===== src/rtl/pong_game_ctrl.sv =====
// Pong game sequencer: IDLE/SERVE/PLAY/OVER control, scoring and winner flag.
// Optional rally statistics are built when PONG_RALLY_STATS_EN is defined.
module pong_game_ctrl #(
    parameter int WIN_SCORE   = 7,
    parameter int SERVE_TICKS = 60
) (
    input  logic       clk,
    input  logic       reset,
    input  logic       tick,
    input  logic       start,
    input  logic       hit_A,
    input  logic       hit_B,
    input  logic       miss,
    output logic       gra_still,
    output logic [3:0] score_A,
    output logic [3:0] score_B,
    output logic [1:0] winner,
    output logic [1:0] state,
    output logic [7:0] rally_cnt,
    output logic [7:0] rally_max
);

    typedef enum logic [1:0] {
        S_IDLE  = 2'b00,
        S_SERVE = 2'b01,
        S_PLAY  = 2'b10,
        S_OVER  = 2'b11
    } state_t;

    localparam logic [3:0] WIN        = 4'(WIN_SCORE);
    localparam logic [7:0] SERVE_LOAD = 8'(SERVE_TICKS);

    state_t     state_q, state_d;
    logic [7:0] timer_q, timer_d;
    logic [3:0] score_a_q, score_a_d;
    logic [3:0] score_b_q, score_b_d;
    logic [1:0] winner_q, winner_d;
    logic       last_b_q, last_b_d;   // 0: A hit last, 1: B hit last
    logic       start_q, hit_a_q, hit_b_q, miss_q;
    logic       start_ev, hit_a_ev, hit_b_ev, miss_ev;
    logic [3:0] point;

    assign start_ev = start & ~start_q;
    assign hit_a_ev = hit_A & ~hit_a_q;
    assign hit_b_ev = hit_B & ~hit_b_q;
    assign miss_ev  = miss  & ~miss_q;

    // NOTE: sequential state uses non-blocking assignments so every flop samples pre-edge values.
    always_ff @(posedge clk or posedge reset) begin
        if (reset) begin
            start_q <= 1'b0;
            hit_a_q <= 1'b0;
            hit_b_q <= 1'b0;
            miss_q  <= 1'b0;
        end else begin
            start_q <= start;
            hit_a_q <= hit_A;
            hit_b_q <= hit_B;
            miss_q  <= miss;
        end
    end

    always_ff @(posedge clk or posedge reset) begin
        if (reset) begin
            state_q   <= S_IDLE;
            timer_q   <= 8'd0;
            score_a_q <= 4'd0;
            score_b_q <= 4'd0;
            winner_q  <= 2'b00;
            last_b_q  <= 1'b0;
        end else begin
            state_q   <= state_d;
            timer_q   <= timer_d;
            score_a_q <= score_a_d;
            score_b_q <= score_b_d;
            winner_q  <= winner_d;
            last_b_q  <= last_b_d;
        end
    end

    assign point = (last_b_q ? score_b_q : score_a_q) + 4'd1;

    always_comb begin
        // NOTE: hold-current defaults first keep every path assigned, so no latches are inferred.
        state_d   = state_q;
        timer_d   = timer_q;
        score_a_d = score_a_q;
        score_b_d = score_b_q;
        winner_d  = winner_q;
        last_b_d  = last_b_q;
        case (state_q)
            S_IDLE: begin
                if (start_ev) begin
                    state_d = S_SERVE;
                    timer_d = SERVE_LOAD;
                end
            end
            S_SERVE: begin
                if (tick) begin
                    timer_d = timer_q - 8'd1;
                    if (timer_q == 8'd1) begin
                        state_d  = S_PLAY;
                        last_b_d = 1'b0;
                    end
                end
            end
            S_PLAY: begin
                // A miss outranks any hit in the same cycle; the hit is dropped.
                if (miss_ev) begin
                    if (last_b_q) score_b_d = point;
                    else          score_a_d = point;
                    if (point == WIN) begin
                        state_d  = S_OVER;
                        winner_d = last_b_q ? 2'b10 : 2'b01;
                    end else begin
                        state_d = S_SERVE;
                        timer_d = SERVE_LOAD;
                    end
                end else if (hit_a_ev) begin
                    last_b_d = 1'b0;
                end else if (hit_b_ev) begin
                    last_b_d = 1'b1;
                end
            end
            S_OVER: begin
                if (start_ev) begin
                    state_d   = S_IDLE;
                    score_a_d = 4'd0;
                    score_b_d = 4'd0;
                    winner_d  = 2'b00;
                end
            end
            default: state_d = S_IDLE;
        endcase
    end

    assign gra_still = (state_q != S_PLAY);
    assign score_A   = score_a_q;
    assign score_B   = score_b_q;
    assign winner    = winner_q;
    assign state     = state_q;

`ifdef PONG_RALLY_STATS_EN
    logic [7:0] rally_cnt_q, rally_max_q;
    logic       rally_clr, rally_inc, rally_cap, rally_max_clr;

    assign rally_clr     = (state_q == S_SERVE) && tick && (timer_q == 8'd1);
    assign rally_inc     = (state_q == S_PLAY) && !miss_ev && (hit_a_ev || hit_b_ev);
    assign rally_cap     = (state_q == S_PLAY) && miss_ev;
    assign rally_max_clr = (state_q == S_IDLE) && start_ev;

    always_ff @(posedge clk or posedge reset) begin
        if (reset) begin
            rally_cnt_q <= 8'd0;
            rally_max_q <= 8'd0;
        end else begin
            if (rally_clr)
                rally_cnt_q <= 8'd0;
            else if (rally_inc && rally_cnt_q != 8'hFF)
                rally_cnt_q <= rally_cnt_q + 8'd1;
            if (rally_max_clr)
                rally_max_q <= 8'd0;
            else if (rally_cap && rally_cnt_q > rally_max_q)
                rally_max_q <= rally_cnt_q;
        end
    end

    assign rally_cnt = rally_cnt_q;
    assign rally_max = rally_max_q;
`else
    assign rally_cnt = 8'd0;
    assign rally_max = 8'd0;
`endif

endmodule

===== config.mk =====
export PLATFORM = sky130hd
export DESIGN_NAME = pong_game_ctrl
export DESIGN_NICKNAME = d
export VERILOG_FILES = /design/src/rtl/pong_game_ctrl.sv
export SDC_FILE = /design/constraint.sdc
export NUM_CORES = 1
export LEC_CHECK = 0
export BUFFER_PORTS_ARGS = -buffer_cell sky130_fd_sc_hd__buf_2
export CORE_MARGIN = 2
export CORE_UTILIZATION = 35
export CTS_CLUSTER_DIAMETER = 150
export CTS_CLUSTER_SIZE = 25
export DETAILED_ROUTE_END_ITERATION = 12
export PLACE_DENSITY = 0.6
export REMOVE_ABC_BUFFERS = 1
export SYNTH_ARGS = -nofsm -noshare
export SYNTH_HDL_FRONTEND = slang
export SYNTH_SLANG_ARGS = --single-unit

===== constraint.sdc =====
create_clock -name clk -period 3.1 [get_ports clk]
set_clock_uncertainty 0.2 [all_clocks]
set_input_delay 0.465 -clock clk [delete_from_list [all_inputs] [get_ports clk]]
set_output_delay 0.465 -clock clk [all_outputs]
set_load 0.01 [all_outputs]

# == After elaboration in Yosys (flattened, before gate mapping) ==
# Index checks and enable logic that the tools add are counted.
# totals
reg_bits,25
output_inout_bits,29
word_cells,77
input_bits,7
# op_classes
mux,30
n_bitwise,8
n_reduce_logical,10
eq_ne,17
add_sub_neg,2
# op_table
operator,n
$mux 8,4
$mux 4,6
$pmux 8 s3,1
$ne 2x2->1 const B,11
$mux 2,9
$pmux 4 s2,2
$reduce_and 5->1,3
$reduce_and 4->1,3
$eq 8x1->1 const B,1
$pmux 2 s4,1
$sub 8x1->8 const B,1
$mux 1,5
$add 4x1->4 const B,1
$and 1x1->1,4
$eq 2x2->1 const B,2
$eq 4x3->1 const B,1
$not 1->1,4
$pmux 2 s2,1
$reduce_bool 2->1,2
$ne 3x3->1 const B,1
$reduce_bool 3->1,1
$eq 2x1->1 const B,1
$logic_not 2->1,1
$pmux 1 s2,1

# == Depth between registers and ports, before layout ==
# depth
depth_word,6
mapped_depth,10
depth_no_buf,8

# == Worst setup path after synthesis ==
# Ideal clock, no wire load.
# synth_path
path_type,reg2reg
start,register last_b_q
end,"register winner_q[0], in the netlist winner[0]"
synth_period_minus_slack_ns,2.450
path_stages_with_launch,9
n_path_buf,2
slack_ns,0.650
setup_ns,0.124
arrival_time_ns,2.126
t_required_ns,2.776
cell_sequence,dfrtp_1 > buf_6 > clkbuf_1 > mux2_2 > ha_1 > and2_1 > mux2_2 > and4_1 > a211o_1
# synth_between
elab_chain_len,5
elab_cells_between_ends,9
classes_between,add/sub (1); eq/ne (2); mux (5); reduce/logical (1)
# synth_lines
element,line_no,text
start: declaration,38,"logic last_b_q, last_b_d;"
start signal: assignment,77,last_b_q <= last_b_d;
$mux 4,81,assign point = (last_b_q ? score_b_q : score_a_q) + 4'd1;
$add 4x1->4,81,
$eq 4x3->1,112,if (point == WIN) begin
$ne 2x2->1 (no line),n/a,
$reduce_and 4->1 (no line),n/a,
end signal: assignment,76,winner_q <= winner_d;
end: declaration,37,"logic [1:0] winner_q, winner_d;"
# Parallel ways exist; a longest one is shown, timed or not. The select of a mux whose other input is x is not followed.
# A chain may end at the register's enable or synchronous reset.

# == Final worst setup path ==
# layout_path
start,register last_b_q
end,register timer_q[2]
# layout_between
elab_chain_len,5
# layout_lines
element,line_no,text
$mux 4,81,
$add 4x1->4,81,
$eq 4x3->1,112,
$ne 2x2->1 (no line),n/a,
$reduce_and 5->1 (no line),n/a,
end signal: assignment,73,timer_q <= timer_d;
end: declaration,34,"logic [7:0] timer_q, timer_d;"
# Every way passes these cells.

==> key figures <==
Clock network
  • Buffers from clock root to sink, at most: 2
  • Clk sink count: 25
  • Cell chosen for the clock root: clkbuf_8
  • Depth of the CTS H-tree: 1
  • Number of buffers inserted for hold repair after clock tree synthesis: 0
  • Number of buffers added by the clock tree synthesis step: 3
  • Clock slew at the register clock pins of the worst setup and hold paths: 0.09 ns
  • Total of cells resized after clock tree synthesis: 0
  • TritonCTS clock tree: built
  • Clock latency on the worst-skew pair: ~0.27 ns
  • Buffer count from post-CTS setup fixing: 0

Global routing
  • Via count of the first global-routing pass: 1,324
  • Global route overflow: 0
  • Largest net degree at the start of global routing: 26
  • Wire length of the first global-routing pass: 6182 um
  • All-Layer GR Usage: between 10 and 15%
  • Antenna violations before repair: 0

Setup path
  • Nature of the critical path startpoint: register
  • Maximum fanout encountered on the critical timing path: 17
  • Path type of the worst setup path: reg2reg
  • Reg2reg path depth: 6
  • Terminus of the critical flop-to-flop path: timer_q[2]$_DFFE_PP0P_
  • Reg-to-Reg Start: last_b_q$_DFFE_PP0P_
  • Arrival time reported for the critical path endpoint: 2.44 ns
  • Setup slack of the worst register-to-register path: 0.60 ns
  • Data required time at the worst endpoint: 3.04 ns
  • Crit path capture type: register

Synthesis
  • Mean Syn Cell Area: between 8 and 9 sq um
  • Share of the synthesized area in the top cell type: 36.85%
  • Distinct cell type count of the synthesized netlist: 50
  • Share of async-settable or async-resettable flops after synthesis: 100.0%
  • Synthesized instance count: 191
  • Dominant cell type by area after synthesis: dfrtp_1
  • Most numerous cell in the Yosys netlist: dfrtp_1
  • Leading cell types by count after synthesis: dfrtp_1 (25), buf_4 (16), inv_1 (15), a21oi_1 (12), nor2_1 (11)
  • Sequential element share of the synthesized area: 36.85%
  • Post-synth EDFFs: 0
  • Synth top area cells: dfrtp_1 (37%), buf_4 (7.1%), a21oi_1 (3.5%), inv_1 (3.3%), ha_1 (2.9%)
  • Synthesis warning total: 0
  • Cell area after technology mapping: approximately 1700 sq um
  • Top flip-flop cell by instance count after synthesis: dfrtp_1
  • Number of synthesized register bits: 25

Route
  • Count of TritonRoute iterations in the first routing pass: 4
  • Iter 0 DRT Violations: 114
  • Sum of routed wire length over all layers: 3554 um
  • Mean number of vias per cell: a little over 5
  • Post-DRT Antenna Nets: 0
  • Avg WL per Cell: 13.78 um
  • Number of remaining DRC errors: 0
  • Overall via count from detail_route: 1,334

Floorplanning
  • Area of the core region: between 4000 and 5000 sq um
  • Total Die Area: 5424 sq um
  • Die X: 73.65 um
  • I/O pin count: 36
  • Std-Cell Rows: 25
  • Die boundary height: between 70 and 80 um
  • Initial Util: 36.19%

Layout
  • Area Growth Syn to Fin: 5.969%
  • Number of fill cells in the layout: 494
  • Number of inserted diodes: 0
  • Share of cells above drive strength 1: 15.20%
  • Design area: 1799 sq um
  • End-of-flow core utilization: between 30% and 40%
  • Nets: 216

Timing
  • Final Max Slew Viols: 0
  • Slew of the pin with the lowest slew margin: 0.9834 ns
  • Setup repair after global routing missed its margin: false
  • Setup TNS Final: 0 ns
  • Number of endpoints with negative hold slack in the final report: 0
  • Min Tclk post-route: around 2.5 ns
  • Worst relative slew slack: between 30% and 40%
  • Max frequency: about 400 MHz
  • Worst setup slack after layout: 0.5987 ns
  • Final setup violation count: 0
  • Ratio of final minimum period to clock period: 80.69%

Place
  • Total half-perimeter wirelength after legalization and detailed placement: ~2600 um
  • Area after detailed placement: 1753 sq um
  • Final RePlAce weighted congestion: about 0.8
  • Port Buffer Count: 19
  • Placement Setup Slack: between 0.5 and 0.6 ns

Power and ir drop
  • Cell area power density: 981.4 nW/um^2
  • Peak supply drop: roughly 0.43 mV
  • Total leakage power: 0.0008315 uW

Min path
  • Number of instances on the worst hold path: 1
  • Hold Crit Endpoint: hit_a_q$_DFF_PP0_
  • Class of the worst hold path: in2reg
  • Hold Startpoint: hit_A

Job
  • Maxcap violations: 0

Run status
  • Run status: completed
[state kept, by name (all words and copies together) (netlist names)]
register / count
score_A: 4
hit_a_q: 1
score_B: 4
last_b_q: 1
state: 2
start_q: 1
winner: 2
hit_b_q: 1
miss_q: 1
timer_q: 8
[layer usage]
layer	share of wire (%)	GRT usage [%]	vias to the layer above	routed length, um
li1	-	-	677	-
met1	48	19.49	619	1691
met2	48	23.61	34	1701
met3	3.8	3.429	4	136
met4	0.70	4.444	0	25
met5	0	0	-	0
[layout by cell type (no fill, tap or decap), types with 2 or more instances in the layout]
master and count:
clkbuf_8 3, conb_1 16, mux2_2 2, a211oi_1 5
o2bb2ai_1 2, nand2_1 10, nand2b_1 5, nor3_1 5
nor2b_1 3, mux2i_1 5, a22oi_1 2, nand3b_1 2
dfrtp_1 25, nor2_1 11, and2_1 5, nand4_1 4
o21ai_0 9, o211ai_1 2, a31oi_1 2, a21oi_1 12
o311a_1 2, buf_2 19, nand3_1 7, ha_1 4
a21o_1 2, nor3b_1 2, nor4b_1 2, inv_1 15
[per-stage QoR]
stage	hold slack, ns	power [uW]	cells
floorplan	0.2845	1321	181
global placement	0.3085	1563	254
detailed placement	0.3202	1573	254
CTS	0.09502	1781	258
global route	0.08948	1959	258
finish	0.1038	1766	258
[cell type report]
class,count,area (sq um),share of cell area (%)
Multi-Input combinational cell,141,908.4,50.49
Sequential cell,25,625.6,34.77
Timing Repair Buffer,19,95.09,5.285
Tap cell,54,67.56,3.755
Inverter,15,56.30,3.129
Clock buffer,3,41.29,2.295
Clock inverter,1,5.005,0.2782
[worst max-delay path, cell delays in order, from the launching register on]
cell	delay, ns
dfrtp_1	0.67
mux2_2	0.42
ha_1	0.25
nor2b_1	0.15
mux2i_1	0.13
nor4_2	0.38
a221oi_1	0.17
[cells by family after synthesis]
logic type | Yosys count | share of synthesized area (%)
buffers and inverters | 40 | 12.97
AOI/OAI and AO/OA | 46 | 17.98
xor gates and xnor gates | 1 | 0.5159
muxes | 9 | 5.969
other | 1 | 0.2209
adders and majority gates | 4 | 2.948
and+or+nand+nor | 65 | 22.55
DFF | 25 | 36.85
[worst max path at each step]
stage / from / to / cells past startpoint
after floorplan: last_b_q$_DFFE_PP0P_ / winner[0]$_DFFE_PP0P_ / 6
after global placement: last_b_q$_DFFE_PP0P_ / winner[0]$_DFFE_PP0P_ / 6
after detailed placement: last_b_q$_DFFE_PP0P_ / timer_q[2]$_DFFE_PP0P_ / 6
after CTS: last_b_q$_DFFE_PP0P_ / timer_q[2]$_DFFE_PP0P_ / 6
after global routing: last_b_q$_DFFE_PP0P_ / timer_q[5]$_DFFE_PP0P_ / 6
final: last_b_q$_DFFE_PP0P_ / timer_q[2]$_DFFE_PP0P_ / 6
[report_power, final]
group / switching (uW) / internal [uW] / leakage (uW) / total, uW
Sequential: 213 / 446 / 0.000289 / 659
Combinational: 485 / 421 / 0.000517 / 907
Clock: 109 / 90.1 / 0.0000255 / 199
(Power assumes the default switching activity.)
